===== src/rtl/piano_pkg.sv =====
// Shared constants for the PS/2 polyphonic note path: note codes, scan-code
// prefixes and the prefix decoder state encoding.
package piano_pkg;

    localparam logic [5:0] C3  = 6'd0;
    localparam logic [5:0] CS3 = 6'd1;
    localparam logic [5:0] D3  = 6'd2;
    localparam logic [5:0] DS3 = 6'd3;
    localparam logic [5:0] E3  = 6'd4;
    localparam logic [5:0] F3  = 6'd5;
    localparam logic [5:0] FS3 = 6'd6;
    localparam logic [5:0] G3  = 6'd7;
    localparam logic [5:0] GS3 = 6'd8;
    localparam logic [5:0] A3  = 6'd9;
    localparam logic [5:0] AS3 = 6'd10;
    localparam logic [5:0] B3  = 6'd11;
    localparam logic [5:0] C4  = 6'd12;
    localparam logic [5:0] CS4 = 6'd13;
    localparam logic [5:0] D4  = 6'd14;
    localparam logic [5:0] DS4 = 6'd15;
    localparam logic [5:0] E4  = 6'd16;
    localparam logic [5:0] F4  = 6'd17;
    localparam logic [5:0] FS4 = 6'd18;
    localparam logic [5:0] G4  = 6'd19;
    localparam logic [5:0] GS4 = 6'd20;
    localparam logic [5:0] A4  = 6'd21;
    localparam logic [5:0] AS4 = 6'd22;
    localparam logic [5:0] B4  = 6'd23;
    localparam logic [5:0] C5  = 6'd24;
    localparam logic [5:0] CS5 = 6'd25;
    localparam logic [5:0] D5  = 6'd26;
    localparam logic [5:0] DS5 = 6'd27;
    localparam logic [5:0] E5  = 6'd28;
    localparam logic [5:0] F5  = 6'd29;
    localparam logic [5:0] FS5 = 6'd30;
    localparam logic [5:0] G5  = 6'd31;
    localparam logic [5:0] GS5 = 6'd32;
    localparam logic [5:0] A5  = 6'd33;
    localparam logic [5:0] AS5 = 6'd34;
    localparam logic [5:0] B5  = 6'd35;
    localparam logic [5:0] STOP = 6'h3F;

    localparam logic [7:0] F0    = 8'hF0;
    localparam logic [7:0] E0    = 8'hE0;
    localparam logic [7:0] PANIC = 8'h76;

    typedef enum logic [1:0] {
        IDLE,
        BRK,
        EXT,
        EXT_BRK
    } prefix_state_e;

endpackage


===== src/rtl/ps2_key_decode.sv =====
// Set-2 scan byte to note lookup for the 36-key layout (two keyboard rows).
// Latency: combinational. Backpressure: none.
// Unmapped bytes return mapped=0 and note=STOP.
module ps2_key_decode
    import piano_pkg::*;
(
    input  logic [7:0] scan_code,
    output logic       mapped,
    output logic [5:0] note
);

    always_comb begin
        mapped = 1'b1;
        note   = STOP;
        unique case (scan_code)
            8'h15: note = C3;
            8'h1E: note = CS3;
            8'h1D: note = D3;
            8'h26: note = DS3;
            8'h24: note = E3;
            8'h2D: note = F3;
            8'h2E: note = FS3;
            8'h2C: note = G3;
            8'h36: note = GS3;
            8'h35: note = A3;
            8'h3D: note = AS3;
            8'h3C: note = B3;
            8'h43: note = C4;
            8'h46: note = CS4;
            8'h44: note = D4;
            8'h45: note = DS4;
            8'h4D: note = E4;
            8'h1A: note = F4;
            8'h1B: note = FS4;
            8'h22: note = G4;
            8'h23: note = GS4;
            8'h21: note = A4;
            8'h2B: note = AS4;
            8'h2A: note = B4;
            8'h32: note = C5;
            8'h34: note = CS5;
            8'h31: note = D5;
            8'h33: note = DS5;
            8'h3A: note = E5;
            8'h41: note = F5;
            8'h4B: note = FS5;
            8'h49: note = G5;
            8'h4C: note = GS5;
            8'h4A: note = A5;
            8'h52: note = AS5;
            8'h59: note = B5;
            default: mapped = 1'b0;
        endcase
    end

endmodule


===== src/rtl/ps2_poly_note_mapper.sv =====
// Decodes PS/2 make/break/extended bytes and assigns held notes to VOICES slots.
// Latency: one cycle from scan_code_ready to registered outputs. Backpressure: none, one byte per cycle.
// Full-slot policy: VOICE_STEAL_EN defined steals round-robin, otherwise the make code is dropped.
module ps2_poly_note_mapper
    import piano_pkg::*;
#(
    parameter int VOICES = 4,
    parameter int NOTE_W = 6
) (
    input  logic                       clk,
    input  logic                       reset,
    input  logic [7:0]                 scan_code,
    input  logic                       scan_code_ready,
    output logic [VOICES*NOTE_W-1:0]   voice_note,
    output logic [VOICES-1:0]          voice_active,
    output logic                       note_on,
    output logic                       note_off,
    output logic [((VOICES > 1) ? $clog2(VOICES) : 1)-1:0] event_voice,
    output logic                       overflow
);

    localparam int EV_W = (VOICES > 1) ? $clog2(VOICES) : 1;

    prefix_state_e     state_q, state_d;
    logic [NOTE_W-1:0] notes_q [VOICES];
    logic [NOTE_W-1:0] notes_d [VOICES];
    logic [VOICES-1:0] active_d;
    logic              on_d, off_d, ovf_d;
    logic [EV_W-1:0]   ev_d;
`ifdef VOICE_STEAL_EN
    logic [EV_W-1:0]   steal_q, steal_d;
`endif

    logic              dec_mapped;
    logic [5:0]        dec_note;
    logic [NOTE_W-1:0] key_note;

    ps2_key_decode u_decode (
        .scan_code (scan_code),
        .mapped    (dec_mapped),
        .note      (dec_note)
    );

    assign key_note = NOTE_W'(dec_note);

    for (genvar g = 0; g < VOICES; g++) begin : g_out
        assign voice_note[g*NOTE_W +: NOTE_W] = notes_q[g];
    end

    // Held-note match and lowest-index free slot; loops run high to low so the lowest index wins.
    logic            hit_any, free_any;
    logic [EV_W-1:0] hit_idx, free_idx;

    always_comb begin
        hit_any  = 1'b0;
        hit_idx  = '0;
        free_any = 1'b0;
        free_idx = '0;
        for (int i = VOICES - 1; i >= 0; i--) begin
            if (voice_active[i] && notes_q[i] == key_note) begin
                hit_any = 1'b1;
                hit_idx = EV_W'(i);
            end
            if (!voice_active[i]) begin
                free_any = 1'b1;
                free_idx = EV_W'(i);
            end
        end
    end

    always_comb begin
        state_d  = state_q;
        notes_d  = notes_q;
        active_d = voice_active;
        on_d     = 1'b0;
        off_d    = 1'b0;
        ovf_d    = 1'b0;
        ev_d     = event_voice;
`ifdef VOICE_STEAL_EN
        steal_d  = steal_q;
`endif
        if (scan_code_ready) begin
            unique case (state_q)
                IDLE: begin
                    if (scan_code == F0) begin
                        state_d = BRK;
                    end else if (scan_code == E0) begin
                        state_d = EXT;
                    end else if (scan_code == PANIC) begin
                        active_d = '0;
                        for (int i = 0; i < VOICES; i++) notes_d[i] = '1;
                        off_d = 1'b1;
                        ev_d  = '0;
                    end else if (dec_mapped && !hit_any) begin
                        if (free_any) begin
                            notes_d[free_idx]  = key_note;
                            active_d[free_idx] = 1'b1;
                            on_d = 1'b1;
                            ev_d = free_idx;
                        end else begin
`ifdef VOICE_STEAL_EN
                            notes_d[steal_q]  = key_note;
                            active_d[steal_q] = 1'b1;
                            on_d    = 1'b1;
                            ovf_d   = 1'b1;
                            ev_d    = steal_q;
                            steal_d = (steal_q == EV_W'(VOICES - 1)) ? '0 : steal_q + EV_W'(1);
`else
                            ovf_d = 1'b1;
`endif
                        end
                    end
                end
                BRK: begin
                    state_d = IDLE;
                    if (dec_mapped && hit_any) begin
                        notes_d[hit_idx]  = '1;
                        active_d[hit_idx] = 1'b0;
                        off_d = 1'b1;
                        ev_d  = hit_idx;
                    end
                end
                EXT:     state_d = (scan_code == F0) ? EXT_BRK : IDLE;
                EXT_BRK: state_d = IDLE;
                default: state_d = IDLE;
            endcase
        end
    end

    always_ff @(posedge clk) begin
        if (reset) begin
            state_q      <= IDLE;
            voice_active <= '0;
            note_on      <= 1'b0;
            note_off     <= 1'b0;
            overflow     <= 1'b0;
            event_voice  <= '0;
            for (int i = 0; i < VOICES; i++) notes_q[i] <= '1;
`ifdef VOICE_STEAL_EN
            steal_q      <= '0;
`endif
        end else begin
            state_q      <= state_d;
            voice_active <= active_d;
            note_on      <= on_d;
            note_off     <= off_d;
            overflow     <= ovf_d;
            event_voice  <= ev_d;
            for (int i = 0; i < VOICES; i++) notes_q[i] <= notes_d[i];
`ifdef VOICE_STEAL_EN
            steal_q      <= steal_d;
`endif
        end
    end

endmodule


===== config.mk =====
export PLATFORM = sky130hd
export DESIGN_NAME = ps2_poly_note_mapper
export DESIGN_NICKNAME = d
export VERILOG_FILES = /design/src/rtl/piano_pkg.sv /design/src/rtl/ps2_key_decode.sv /design/src/rtl/ps2_poly_note_mapper.sv
export SDC_FILE = /design/constraint.sdc
export NUM_CORES = 1
export LEC_CHECK = 0
export BUFFER_PORTS_ARGS = -buffer_cell sky130_fd_sc_hd__buf_2
export CAP_MARGIN = 10
export CORE_UTILIZATION = 35
export CTS_CLUSTER_SIZE = 16
export DETAILED_ROUTE_END_ITERATION = 8
export MAX_ROUTING_LAYER = met4
export PLACE_DENSITY = 0.52
export SYNTH_ARGS = -nofsm -noshare
export SYNTH_HDL_FRONTEND = slang
export SYNTH_SLANG_ARGS = --single-unit

===== constraint.sdc =====
create_clock -name clk -period 9.08 [get_ports clk]
set_input_delay 0.908 -clock clk [delete_from_list [all_inputs] [get_ports clk]]
set_output_delay 0.908 -clock clk [all_outputs]
set_load 0.03 [all_outputs]

# After elaboration in Yosys (flattened, before gate mapping)
# Index checks and enable logic that the tools add are counted.
# op_classes
reduce_logical,19
magnitude_cmp,8
n_eq_ne,52
mux,59
n_bitwise,9
# op_table
op,n
one-hot mux 6 bit (36 select lines),1
"== test 8 x 6 -> 1 bit, second input constant",19
2-to-1 mux 24 bit,6
"== test 8 x 7 -> 1 bit, second input constant",13
one-hot mux 24 bit (2 select lines),1
"== test 8 x 5 -> 1 bit, second input constant",5
OR reduction 36 bit,1
2-to-1 mux 2 bit,17
bitwise mux 24 bit,1
demux 6 bit (select 2 bit),2
== test 6 bit,4
2-to-1 mux 4 bit,6
OR 24 bit,1
2-to-1 mux 1 bit,17
"== test 8 bit, second input constant",2
2-to-1 mux 6 bit,2
logical AND 1 bit,10
"inequality test 3 bit, second input constant",3
one-hot mux 4 bit (2 select lines),1
AND reduction 7 bit,1
OR reduction 7 bit,1
"greater-or-equal comparator 3 bit, second input constant",2
"less-than comparator 2 x 3 -> 1 bit, second input constant",2
"less-than comparator 3 x 1 -> 1 bit, second input constant",2
other kinds (18),27
# word_totals
reg_bits,35

# Logic depth before layout (Yosys ltp)
# logic_depth
word_depth,16
ltp_mapped,16

# By module
# A second synthesis with hierarchy kept.
# unflattened
hier_cells,357
hier_area_um2,3144.3
# modules_own_cells
module,seq_area_each_um2,n_inst,cells_per_inst,area_each_um2
ps2_poly_note_mapper,700.7,1,243,2339.7
ps2_key_decode,0.0,1,114,804.5

# Least setup slack after synthesis
# No wires, ideal clock.
# synth_timing
path_type,input to register
from,input scan_code[5]
to,register notes_q (netlist bit voice_note[2])
t_arrival_ns,4.410
setup_ns,0.122
t_required_ns,8.958
stages,16
setup_slack_ns,4.549
path_buffers,4
path_cell_list,buf_6 -> or4b_1 -> buf_2 -> or4_4 -> and4_4 -> and3_4 -> buf_6 -> nor3_1 -> a31oi_1 -> nor4_4 -> a21boi_1 -> a211oi_2 -> o21ai_2 -> or3_1 -> buf_2 -> o32a_1
# synth_between
elab_chain_cells,16
elab_cells_between_ends,82
classes_between,order compare: 2; eq/ne: 48; mux: 20; bitwise: 2; reduce/logical: 10
# synth_lines
item,line_no,rtl
start: declaration,ps2_poly_note_mapper.sv:12,"input logic [7:0] scan_code,"
== test 8 x 7 -> 1 bit (tied with other cells),ps2_key_decode.sv:15,unique case (scan_code)
one-hot mux 6 bit (36 select lines),ps2_key_decode.sv:15,
== test 6 bit,ps2_poly_note_mapper.sv:60,if (voice_active[i] && notes_q[i] == key_note) begin
logical AND 1 bit,ps2_poly_note_mapper.sv:60,
2-to-1 mux 2 bit (4 in a row),ps2_poly_note_mapper.sv:60,
NOT 2 -> 3 bit (not written as such),ps2_poly_note_mapper.sv:117,notes_d[hit_idx] = '1;
greater-or-equal comparator 3 bit (not written as such) or less-than comparator 3 x 1 -> 1 bit (tied branches),ps2_poly_note_mapper.sv:117,
logical AND 1 bit (not written as such),ps2_poly_note_mapper.sv:117,
2-to-1 mux 6 bit (not written as such),ps2_poly_note_mapper.sv:117,
demux 6 bit (select 2 bit),ps2_poly_note_mapper.sv:117,
OR 24 bit (no line),-,
2-to-1 mux 24 bit,ps2_poly_note_mapper.sv:116,if (dec_mapped && hit_any) begin
one-hot mux 24 bit (2 select lines),ps2_poly_note_mapper.sv:83,unique case (state_q)
end: declaration,ps2_poly_note_mapper.sv:25,logic [NOTE_W-1:0] notes_q [VOICES];
# Several ways; a longest one is shown, not always the timed one. The select of a mux whose other input is x is not followed.
# A chain may end at the register's enable or synchronous reset.

# Final worst setup path
# layout_timing
from,input scan_code[4]
to,register notes_q (netlist bit voice_note[22])
# Same word-level chain as after synthesis.

==> results.py <==
metrics = {
    "min_path": {
        "worst_hold_startpoint": "event_voice[1]",
        "hold_path_end": "event_voice[1]",
        "timing.hold.worst_path_depth": 2,
        "hp-class": "flop to flop",
    },
    "placed_design": {
        "pre_cts_worst_setup_slack_ns": 3.67,
        "placed_cell_area_um2": 3040,
        "placed_cells_incl_taps": 482,
        "gp_routability_congestion": 0.927,
        "portBuffers": 43,
        "detailed_place_hpwl_um": 6850,
    },
    "clock_tree": {
        "numCtsBuffers": 5,
        "postCtsSetupRepairBufs": 0,
        "htree_levels": 2,
        "post_cts_hold_buffer_count": 0,
        "clkLatencyLatePin_ns": 0.31,
        "cts-root-buf": "sky130_fd_sc_hd__clkbuf_8",
        "cts-root-to-sink-buffers": 2,
        "clk_slew_on_worst_s_h_paths_ns": 0.08,
        "tritoncts": "done",
        "cts_repair_resize_count": 0,
        "cts.sink_count": 35,
    },
    "timing": {
        "fmax_mhz": 184,
        "timing.final.crit_period_ns": 5.43,
        "worst_clock_skew_ns": 0.0119,
        "final_critical_path_setup_slack_ns": 3.65,
        "worst_pin_slew_ns": 1.00,
        "setup_viol": 0,
        "fin_setup_tns_ns": 0,
        "final.period_utilization_pct": 59.8,
        "fin_worst_hold_slack_ns": 0.501,
        "final_hold_viol_count": 0,
        "pins_over_slew_limit": 0,
        "rsz0062_at_grt": "no",
        "max_slew_margin_pct": 32.4,
    },
    "worst_setup_path": {
        "timing.critical_path.from_type": "input port",
        "worst_r2r_path_depth": 8,
        "crit_required_ns": 9.30,
        "regToRegStartpoint": "voice_active[0]",
        "worst_setup_end_kind": "flop",
        "crit_path_kind": "input port to flop",
        "critical_path_fanout_max": 18,
        "ff2ff_setup_slack_ns": 6.01,
        "cp.arrival_ns": 5.65,
        "timing.rr.end": "voice_note[22]",
    },
    "synth": {
        "async_flop_share_pct": 0,
        "syn_nets": 375,
        "synth_enable_flop_cells": 0,
        "synthesis.instances": 364,
        "post_synth_main_area_contributors": "sky130_fd_sc_hd__dfxtp_1, sky130_fd_sc_hd__nand2_1, sky130_fd_sc_hd__nor2_1, sky130_fd_sc_hd__a2bb2oi_1, sky130_fd_sc_hd__nand3_1",
        "post-synth-top-area-fraction_pct": 24.8,
        "yosysTopAreaCell": "sky130_fd_sc_hd__dfxtp_1",
        "yosys.cell_types.count": 77,
        "synth.yosys.seq_area_share_pct": 24.8,
        "synth-warning-count": 0,
        "netlist_area_um2": 2830,
        "synth_flop_cell": "sky130_fd_sc_hd__dfxtp_1",
        "avgSynthCellArea_um2": 7.77,
        "ys_seq_elements": 35,
    },
    "routing": {
        "vias": 3166,
        "drt_wl_total_um": 9370,
        "post_drt_wl_per_cell_um": 19.1,
        "drt_pass1_iterations": 5,
        "vias_per_cell": 6.46,
        "drt.antenna.violating_nets": 0,
        "drc": 0,
        "drtIter0Drc": 246,
    },
    "layout": {
        "synthToLayoutAreaGrowth_pct": 11.5,
        "finish.instance_area_um2": 3150,
        "most_common_library_cell_in_the_layout_ignoring_fill_and_taps": "sky130_fd_sc_hd__buf_2",
        "final_core_util_pct": 40.6,
        "layout_common_cells": "sky130_fd_sc_hd__buf_2, sky130_fd_sc_hd__dfxtp_1, sky130_fd_sc_hd__nand2_1, sky130_fd_sc_hd__nor2_1",
        "insertedDiodeCount": 0,
        "layout-drive-gt1-share_pct": 18.0,
        "layout.cells.non_filler": 490,
        "fin_nets": 398,
    },
    "run_status": {
        "outcome": "completed",
    },
    "floorplanning": {
        "fp-row-count": 32,
        "die-height_um": 91.9,
        "die_x_um": 91.9,
        "boundaryPins": 44,
        "floorplan.initialDensity_pct": 36.4,
        "fp.coreArea_um2": 7770,
        "floorplan.die_area_um2": 8450,
    },
    "global_route": {
        "initial_antenna_violation_count": 0,
        "grt_pass1_wl_um": 15100,
        "overflow": 0,
        "groute.usage.overall_pct": 23.3,
        "grt_pass1_vias": 2791,
        "pin_count_of_the_biggest_net_entering_global_routing": 26,
    },
    "run": {
        "cap_viol_max_count": 0,
    },
    "power_and_ir_drop": {
        "p_leak_nw": 1.12,
        "ir_drop_mv": 0.0627,
        "cellPowerDensity_nw_per_um2": 130,
        "total_power_mw": 0.410,
    },
}
-- worst max-delay path: stages --
cell and delay (ns):
sky130_fd_sc_hd__buf_2 0.23, sky130_fd_sc_hd__nor4bb_1 0.90, sky130_fd_sc_hd__a221o_1 0.34, sky130_fd_sc_hd__o311ai_1 0.29, sky130_fd_sc_hd__and3_1 0.40, sky130_fd_sc_hd__nand2_1 0.29, sky130_fd_sc_hd__a22oi_1 0.13, sky130_fd_sc_hd__a2111oi_0 0.52
sky130_fd_sc_hd__nor2_1 0.22, sky130_fd_sc_hd__a211oi_2 0.29, sky130_fd_sc_hd__o21a_1 0.57, sky130_fd_sc_hd__a31o_2 0.35, sky130_fd_sc_hd__a2bb2oi_1 0.19
-- cells in the mapped netlist, types with 4 or more instances --
cell type	count
sky130_fd_sc_hd__dfxtp_1	35
sky130_fd_sc_hd__nand2_1	34
sky130_fd_sc_hd__nor2_1	32
sky130_fd_sc_hd__clkbuf_1	14
sky130_fd_sc_hd__inv_1	14
sky130_fd_sc_hd__nand3_1	14
sky130_fd_sc_hd__a21oi_1	13
sky130_fd_sc_hd__nor3_1	12
sky130_fd_sc_hd__o21ai_0	12
sky130_fd_sc_hd__nor2b_1	9
sky130_fd_sc_hd__a2bb2oi_1	8
sky130_fd_sc_hd__xor2_1	8
sky130_fd_sc_hd__a31oi_1	7
sky130_fd_sc_hd__nor3b_1	7
sky130_fd_sc_hd__o22a_1	7
sky130_fd_sc_hd__o32a_1	7
sky130_fd_sc_hd__a22oi_1	6
sky130_fd_sc_hd__buf_2	6
sky130_fd_sc_hd__nand4_1	6
sky130_fd_sc_hd__a211o_1	5
sky130_fd_sc_hd__a211oi_1	5
sky130_fd_sc_hd__nand2b_1	5
sky130_fd_sc_hd__or3_1	5
sky130_fd_sc_hd__a21o_1	4
sky130_fd_sc_hd__buf_1	4
sky130_fd_sc_hd__o211ai_1	4
sky130_fd_sc_hd__o21a_1	4
sky130_fd_sc_hd__xnor2_1	4
-- area by class of cell --
cell class	count	area, µm²
fill	836	4610
multi-input combinational	288	1940
sequential	35	701
timing repair buffer	43	215
tap	102	128
clock buffer	5	68.8
inverter	14	52.6
clock inverter	3	43.8
-- metal layers --
layer / global-route usage, % / wire, µm / up-vias
met5: - / 0 / -
met4: 7.81 / 240 / 0
met3: 4.15 / 636 / 28
met2: 34.6 / 4250 / 153
met1: 32.0 / 4240 / 1537
li1: - / - / 1448
-- logic make-up after synthesis --
group                     Yosys count  share of synthesized area (%)
and+or+nand+nor                   150                           29.7
AOI/OAI and AO/OA                 122                           33.7
buffers and inverters              41                           6.50
DFF                                35                           24.8
xor gates and xnor gates           12                           3.72
muxes                               4                           1.55
-- report_power, final --
group	internal (mW)	switching [mW]	leakage, nW
registers	0.158	0.00760	0.284
logic	0.0325	0.0653	0.779
clock network	0.0818	0.0653	0.0581
-- flip-flops by register name (all words and copies together) (netlist names) --
| signal | flops |
|---|---|
| note_off | 1 |
| event_voice | 2 |
| note_on | 1 |
| state_q | 2 |
| voice_active | 4 |
| overflow | 1 |
| voice_note | 24 |
-- worst max path at each step --
stage                      start              to  slack (ns)  depth (start not counted)
detailed placement  scan_code[4]  voice_note[22]        3.67                         13
global route        scan_code[4]  voice_note[16]        3.41                         13
CTS                 scan_code[4]  voice_note[22]        3.94                         13
finish              scan_code[4]  voice_note[22]        3.65                         13
floorplan           scan_code[5]   voice_note[2]        4.55                         16
global placement    scan_code[4]  voice_note[22]        3.47                         13
Power figures use the tool's default switching activity.
